**src/rtl/soc_run_monitor.sv**
```systemverilog
// Run supervisor for SoC bring-up: generates the boot-button reset pulse, watches per-core
// retire traffic, emits round-robin heartbeat PC snapshots and latches a sticky verdict.
module soc_run_monitor #(
    parameter int NUM_CORES   = 1,
    parameter int PC_W        = 32,
    parameter int EXCP_W      = 6,
    parameter int PASS_BIT    = 5,
    parameter int RST_DELAY   = 3000,
    parameter int RST_PULSE   = 250,
    parameter int HB_PERIOD   = 10000,
    parameter int STALL_LIMIT = 1000000,
    parameter int TIMEOUT     = 30000000,
    parameter int CNT_W       = 32
) (
    input  logic                        clock,
    input  logic                        reset,
    input  logic [NUM_CORES-1:0]        wb_valid,
    input  logic [NUM_CORES*PC_W-1:0]   wb_pc,
    input  logic [NUM_CORES-1:0]        ws_excp,
    input  logic [NUM_CORES*EXCP_W-1:0] ws_excp_num,
    output logic                        btn_rst,
    output logic                        hb_valid,
    output logic [2:0]                  hb_core,
    output logic [PC_W-1:0]             hb_pc,
    output logic [2:0]                  state,
    output logic                        done,
    output logic                        pass,
    output logic [2:0]                  fail_core,
    output logic [CNT_W-1:0]            cycles
);

    typedef enum logic [2:0] {
        ST_IDLE    = 3'd0,
        ST_PULSE   = 3'd1,
        ST_RUN     = 3'd2,
        ST_PASS    = 3'd3,
        ST_STALL   = 3'd4,
        ST_TIMEOUT = 3'd5
    } state_t;

    localparam logic [CNT_W-1:0] DLY_LAST   = CNT_W'(RST_DELAY - 1);
    localparam logic [CNT_W-1:0] PULSE_LAST = CNT_W'(RST_PULSE - 1);
    localparam logic [CNT_W-1:0] HB_LAST    = CNT_W'(HB_PERIOD - 1);
    localparam logic [CNT_W-1:0] STALL_LAST = CNT_W'(STALL_LIMIT - 1);
    localparam logic [CNT_W-1:0] TO_LAST    = CNT_W'(TIMEOUT - 1);
    localparam logic [2:0]       LAST_CORE  = 3'(NUM_CORES - 1);

    state_t                 st;
    state_t                 st_nxt;
    logic [CNT_W-1:0]       dly_cnt;
    logic [CNT_W-1:0]       hb_cnt;
    logic [2:0]             hb_sel;
    logic [PC_W-1:0]        hb_src;
    logic [PC_W-1:0]        last_pc  [NUM_CORES];
    logic [CNT_W-1:0]       idle_cnt [NUM_CORES];
    logic [NUM_CORES-1:0]   finished;
    logic [NUM_CORES-1:0]   pass_hit;
    logic [NUM_CORES-1:0]   stall_hit;
    logic                   stall_any;
    logic [2:0]             stall_idx;
    logic                   all_fin;
    logic                   unused_excp;

    // Only the pass bit of each exception number matters here.
    assign unused_excp = ^ws_excp_num;
    assign state       = st;

    always_comb begin
        pass_hit  = '0;
        stall_hit = '0;
        stall_any = 1'b0;
        stall_idx = 3'd0;
        hb_src    = '0;
        for (int i = 0; i < NUM_CORES; i++) begin
            pass_hit[i]  = wb_valid[i] & ws_excp[i] & ws_excp_num[i*EXCP_W + PASS_BIT];
            stall_hit[i] = !finished[i] && !wb_valid[i] && (idle_cnt[i] == STALL_LAST);
            if (hb_sel == 3'(i)) begin
                hb_src = last_pc[i];
            end
        end
        // Scan downward so the lowest stalled index wins.
        for (int i = NUM_CORES - 1; i >= 0; i--) begin
            if (stall_hit[i]) begin
                stall_any = 1'b1;
                stall_idx = 3'(i);
            end
        end
        all_fin = &(finished | pass_hit);

        st_nxt = st;
        case (st)
            ST_IDLE:  if (dly_cnt == DLY_LAST) st_nxt = ST_PULSE;
            ST_PULSE: if (dly_cnt == PULSE_LAST) st_nxt = ST_RUN;
            ST_RUN: begin
                if (all_fin)                st_nxt = ST_PASS;
                else if (stall_any)         st_nxt = ST_STALL;
                else if (cycles == TO_LAST) st_nxt = ST_TIMEOUT;
            end
            default:  st_nxt = st;
        endcase
    end

    always_ff @(posedge clock) begin
        if (reset) begin
            st        <= ST_IDLE;
            dly_cnt   <= '0;
            hb_cnt    <= '0;
            hb_sel    <= 3'd0;
            btn_rst   <= 1'b0;
            hb_valid  <= 1'b0;
            hb_core   <= 3'd0;
            hb_pc     <= '0;
            done      <= 1'b0;
            pass      <= 1'b0;
            fail_core <= 3'd0;
            cycles    <= '0;
            finished  <= '0;
            for (int i = 0; i < NUM_CORES; i++) begin
                last_pc[i]  <= '0;
                idle_cnt[i] <= '0;
            end
        end else begin
            st       <= st_nxt;
            done     <= st_nxt inside {ST_PASS, ST_STALL, ST_TIMEOUT};
            pass     <= (st_nxt == ST_PASS);
            btn_rst  <= (st_nxt == ST_PULSE);
            hb_valid <= 1'b0;

            case (st)
                ST_IDLE, ST_PULSE: begin
                    if (st_nxt != st) dly_cnt <= '0;
                    else              dly_cnt <= dly_cnt + 1'b1;
                end
                ST_RUN: begin
                    // The count freezes on the cycle the verdict is taken.
                    if (st_nxt == ST_RUN && cycles != '1) begin
                        cycles <= cycles + 1'b1;
                    end
                    for (int i = 0; i < NUM_CORES; i++) begin
                        if (wb_valid[i]) begin
                            last_pc[i]  <= wb_pc[i*PC_W +: PC_W];
                            idle_cnt[i] <= '0;
                        end else if (!finished[i]) begin
                            idle_cnt[i] <= idle_cnt[i] + 1'b1;
                        end
                        if (pass_hit[i]) finished[i] <= 1'b1;
                    end
                    if (st_nxt == ST_STALL) fail_core <= stall_idx;

                    if (hb_cnt == HB_LAST) begin
                        hb_cnt <= '0;
                        if (st_nxt == ST_RUN) begin
                            hb_valid <= 1'b1;
                            hb_core  <= hb_sel;
                            hb_pc    <= hb_src;
                            hb_sel   <= (hb_sel == LAST_CORE) ? 3'd0 : hb_sel + 3'd1;
                        end
                    end else begin
                        hb_cnt <= hb_cnt + 1'b1;
                    end
                end
                default: ;
            endcase
        end
    end

endmodule

```
**config.mk**
```make
export PLATFORM = sky130hd
export DESIGN_NAME = soc_run_monitor
export DESIGN_NICKNAME = d
export VERILOG_FILES = /design/src/rtl/soc_run_monitor.sv
export SDC_FILE = /design/constraint.sdc
export NUM_CORES = 1
export LEC_CHECK = 0
export BUFFER_PORTS_ARGS = -buffer_cell sky130_fd_sc_hd__buf_2
export CELL_PAD_IN_SITES_DETAIL_PLACEMENT = 1
export CELL_PAD_IN_SITES_GLOBAL_PLACEMENT = 2
export CORE_MARGIN = 8
export CORE_UTILIZATION = 36
export DETAILED_ROUTE_END_ITERATION = 8
export PLACE_DENSITY_LB_ADDON = 0.1
export SYNTH_ARGS = -nofsm -noshare
export SYNTH_HDL_FRONTEND = slang
export SYNTH_SLANG_ARGS = --single-unit
```
**constraint.sdc**
```tcl
create_clock -name clock -period 3.9 [get_ports clock]
set_clock_uncertainty 0.05 [all_clocks]
set_input_delay 0.195 -clock clock [delete_from_list [all_inputs] [get_ports clock]]
set_output_delay 0.195 -clock clock [all_outputs]
set_load 0.005 [all_outputs]
```
==> impl_summary.md <==
Cells and area
Fill cells in the final layout number 2955. In the final layout, the share of cells above drive strength 1 is 15.37%. The post-route non-filler standard cell count is 1493. The repair_antennas step left the layout with diodes totalling 0.

The area occupied by registers is 0.004765 sq mm. After the last flow step, the layout net total stands at 1188. The area added between synthesis and finish is 22.55%.

The area of the multi-input gates is 0.004319 sq mm.

Worst setup path
The count of buffer and inverter cells on the critical path is 1. The category of the worst setup path launch point is a register. The path type of the worst setup path is reg -> reg. The depth of the worst register-to-register path is 9. The longest individual stage delay on the worst path is 0.60 ns. The endpoint of the most critical register-to-register path is hb_pc[12]$_SDFFE_PP0P_. The cell at the slowest stage of the critical path is o41ai_1.

The signal arrival time at the worst endpoint is 3.55 ns. The worst setup path is captured at a register. Walking the worst path, the cells encountered are ha_1 > nor3b_1 > nand4b_1 > o41ai_1 > a211oi_4 > o211ai_4 > buf_4 > nand3b_1 > o21ai_0.

In this run the worst path has a maximum fanout of 50. The setup slack on the worst flop-to-flop path is 0.75 ns. The data required time at the worst endpoint is 4.30 ns.

The launch point of the worst reg-to-reg path is dly_cnt[0]$_SDFFE_PP0P_. Among cell families on the critical path, the largest total delay comes from compound AO/OA/AOI/OAI gates.

Floorplan
The die is 177.0 um wide. For this design the top-level I/O count stands at 119. The floorplan die height is 177.0 um. The placeable core area is 0.02576 sq mm.

The initial cell density of the core is 36.24%. The number of cell rows is 59. The die covers 0.03134 sq mm.

Worst hold path
In this run the most critical hold path is launched from reset. The destination of the worst hold path is hb_sel[1]$_SDFFE_PP0P_. Counting instances, the worst hold path has a depth of 2. The type of the tightest min-delay check is in -> reg.

Route
The per-cell via count in the routed design is 5.156. For this run, design rule violations remaining after detail routing come to 0. The count of nets left with antenna violations once routing finished came out at 0. The routed wirelength normalized by instance count is 16.58 um. The detailed router's first-iteration violation count is 337. The total wirelength of the detailed-routed design is 24750 um. The total via count after detailed routing is 7698.

The number of detailed-routing iterations run before antenna repair is 4.

Yosys
The number of different library cells used by synthesis comes to 54. The leading area contributor after synthesis is dfxtp_1. For this run, the leading register cell type out of synthesis is dfxtp_1. Ranked by total cell area, the synthesized netlist is headed by dfxtp_1, edfxtp_1, xor2_1. Synthesis handed over a netlist of 1007 instances. The number of flops mapped to enable cells by yosys is 64. During synthesis, Yosys emitted a total of 0 warnings. The synthesized netlist occupies a cell area of 0.009336 sq mm. In the synthesized netlist the async set-or-reset flop fraction comes to 0%. After synthesis, the largest area contributor takes up 30.45% of total cell area. After synthesis the netlist holds a flip-flop and latch count of 206. The synthesized area per cell is 9.272 sq um. After synthesis, flip-flops and latches occupy 51.03% of the total area.

Global route
The number of global-route vias before repair came to 7845. For met3 alone, demand over resource in global routing was 3.350%. The number of antenna violations at the first check in global routing came to 2.

Global routing consumed, over all layers together, 15.73% of the routing resources. The busiest layer in global routing is met2. For this run, global-route usage on met2 was measured as 26.70%. The total global routing overflow is 0. The met1 track demand over resource in global routing is 20.13%. The maximum number of pins on one net before global-route repair is 63.

The wire length of the first global-routing pass is 41030 um.

Pwr
The worst ir drop on vdd is 0.2917 mV. The leakage power figure is 4.249 nW. For this design the ratio of total power to cell area is 426.8 mW/mm^2.

Status
The run finished with clean final reports.

CTS
The number of CTS-inserted buffers is 25. The clock tree from TritonCTS is done. Clock-pin slew was measured on the worst setup and hold paths at 0.06 ns. The maximum buffer depth of the clock tree is 3. The clock root buffer is clkbuf_16. The clock net in this run drives a total of 206 sinks.

The H-tree level count is 1. The clock latency reported for the late side of the worst-skew pair is 0.53 ns. The post-CTS setup repair buffer count is 0.

Timing
The total count of max-transition violations in the final report was 0. The total count of hold-check failures in the final report is 0. The final critical path takes up 80.82% of the cycle. Final hold analysis gives a worst-case slack of 0.08368 ns. Setup violations remaining at the end of the flow were counted as 0.

The slew at the pin closest to its max-slew limit is 0.7295 ns. For this run, the top clock speed supported by timing is 317.3 MHz. The worst slew margin relative to its limit is 50.99%.

Setup repair after global routing left no endpoint under its margin. The final total negative setup slack is 0 ns. The shortest period the worst path allows is 3.152 ns.

Placed design
The count of buffers added on input and output ports is 110. After detailed placement, the design holds a cell count of 1413. The wire-length estimate of the detail-placed layout is 16410 um. The global placer's final weighted congestion is 0.7258.

Job
The max-cap check violation count is 0.
## cells in the mapped netlist (27+ instances only)
library cell  instances
dfxtp_1             142
nor2_1              118
nand2_1             100
edfxtp_1             64
o21ai_0              64
xor2_1               58
a21oi_1              48
clkbuf_1             42
nand3_1              38
and2_1               37
or3_1                34
nand3b_1             32
nand4_1              27
## cell usage in the layout (no fill, tap or decap), types with 5 or more instances in the layout
cell type	netlist	routed
dfxtp_1	142	142
nor2_1	118	117
buf_2	6	109
nand2_1	100	100
o21ai_0	64	64
edfxtp_1	64	64
xor2_1	58	58
a21oi_1	48	48
nand3_1	38	38
and2_1	37	37
or3_1	34	34
dlygate4sd3_1	0	34
nand3b_1	32	32
nand4_1	27	27
clkbuf_16	0	25
and3_1	22	22
xnor2_1	22	22
nor4_1	19	19
nor3_1	17	17
inv_1	15	15
or4_1	13	13
buf_4	3	13
o31ai_1	11	11
and4_1	10	10
clkbuf_8	0	8
ha_1	7	7
mux2i_1	5	5
nor2b_1	6	5
## worst max path at each step
stage,start,endpoint,depth (start not counted),slack (ns)
floorplan,state[0]$_SDFF_PP0_,idle_cnt[0][0]$_SDFFCE_PN0P_,7,0.79
global placement,dly_cnt[0]$_SDFFE_PP0P_,hb_pc[1]$_SDFFE_PP0P_,8,0.69
detailed placement,dly_cnt[0]$_SDFFE_PP0P_,hb_pc[6]$_SDFFE_PP0P_,8,0.69
CTS,dly_cnt[0]$_SDFFE_PP0P_,hb_pc[12]$_SDFFE_PP0P_,9,0.70
global route,dly_cnt[0]$_SDFFE_PP0P_,hb_pc[11]$_SDFFE_PP0P_,9,0.36
finish,dly_cnt[0]$_SDFFE_PP0P_,hb_pc[12]$_SDFFE_PP0P_,9,0.75
## registers in the layout (all words and copies together), names as in the netlist
register  cells
btn_rst       1
cycles       32
dly_cnt      32
done          1
finished      1
hb_cnt       32
hb_core       3
hb_pc        32
hb_sel        3
hb_valid      1
idle_cnt     32
last_pc      32
pass          1
state         3
## cell families after synthesis
family                   after synthesis  share of synthesized area [%]
multiplexers                           8                         0.8979
XOR/XNOR                              80                          7.505
AND/OR/NAND/NOR                      502                          28.60
other                                  1                        0.04017
flip-flops                           206                          51.03
AO/OA/AOI/OAI                        135                          8.054
buffers and inverters                 68                          2.935
adder cells (fa/ha/maj)                7                         0.9380
## report_power, final
part           switching (mW)  internal [mW]
clock                   0.910           1.59
combinational          0.0698         0.0593
sequential             0.0198           2.23
total                    1.00           3.88
## through the flow
| stage | instance area (sq um) | power (mW) | util (%) | worst slack, ns |
|---|---|---|---|---|
| after global placement | 10200 | 2.402 | 39.60 | 0.6856 |
| final | 11440 | 4.883 | 44.41 | 0.7481 |
| after floorplan | 9344 | 2.359 | - | 0.7852 |
| after global routing | 11440 | 5.049 | 44.41 | 0.3629 |
| after CTS | 11440 | 4.963 | 44.41 | 0.7001 |
| after detailed placement | 10200 | 2.404 | 39.60 | 0.6932 |
## per-layer routing
metal | up-vias | part of all wire, % | wire [um]
met3 | 31 | 3.9 | 975
met2 | 101 | 48 | 11870
met1 | 3740 | 46 | 11430
li1 | 3822 | - | -
met4 | 4 | 1.8 | 452
met5 | - | 0.11 | 26
## worst register-to-register path: cells and delay by family (launching register included)
kind            cells  cell delay (ns)
compound gates      4             1.18
flops               1             0.42
simple gates        3             0.75
fa+ha+maj           1             0.19
buf+inv             1             0.51
## cell type report
type	count	area share (%)
well taps	335	3.663
clock buffers	37	6.561
flip-flops and latches	206	41.64
repair buffers	156	8.595
inverters	15	0.4921
multi-input cells	735	37.75
clock inverters	9	1.301
## repair_timing
| item | CTS | global route |
|---|---|---|
| resized for setup | 0 | 0 |
| endpoints found under the hold margin | 33 | 0 |
| hold buffers | 34 | 0 |
Note: power is estimated with default switching activity, not from simulation.
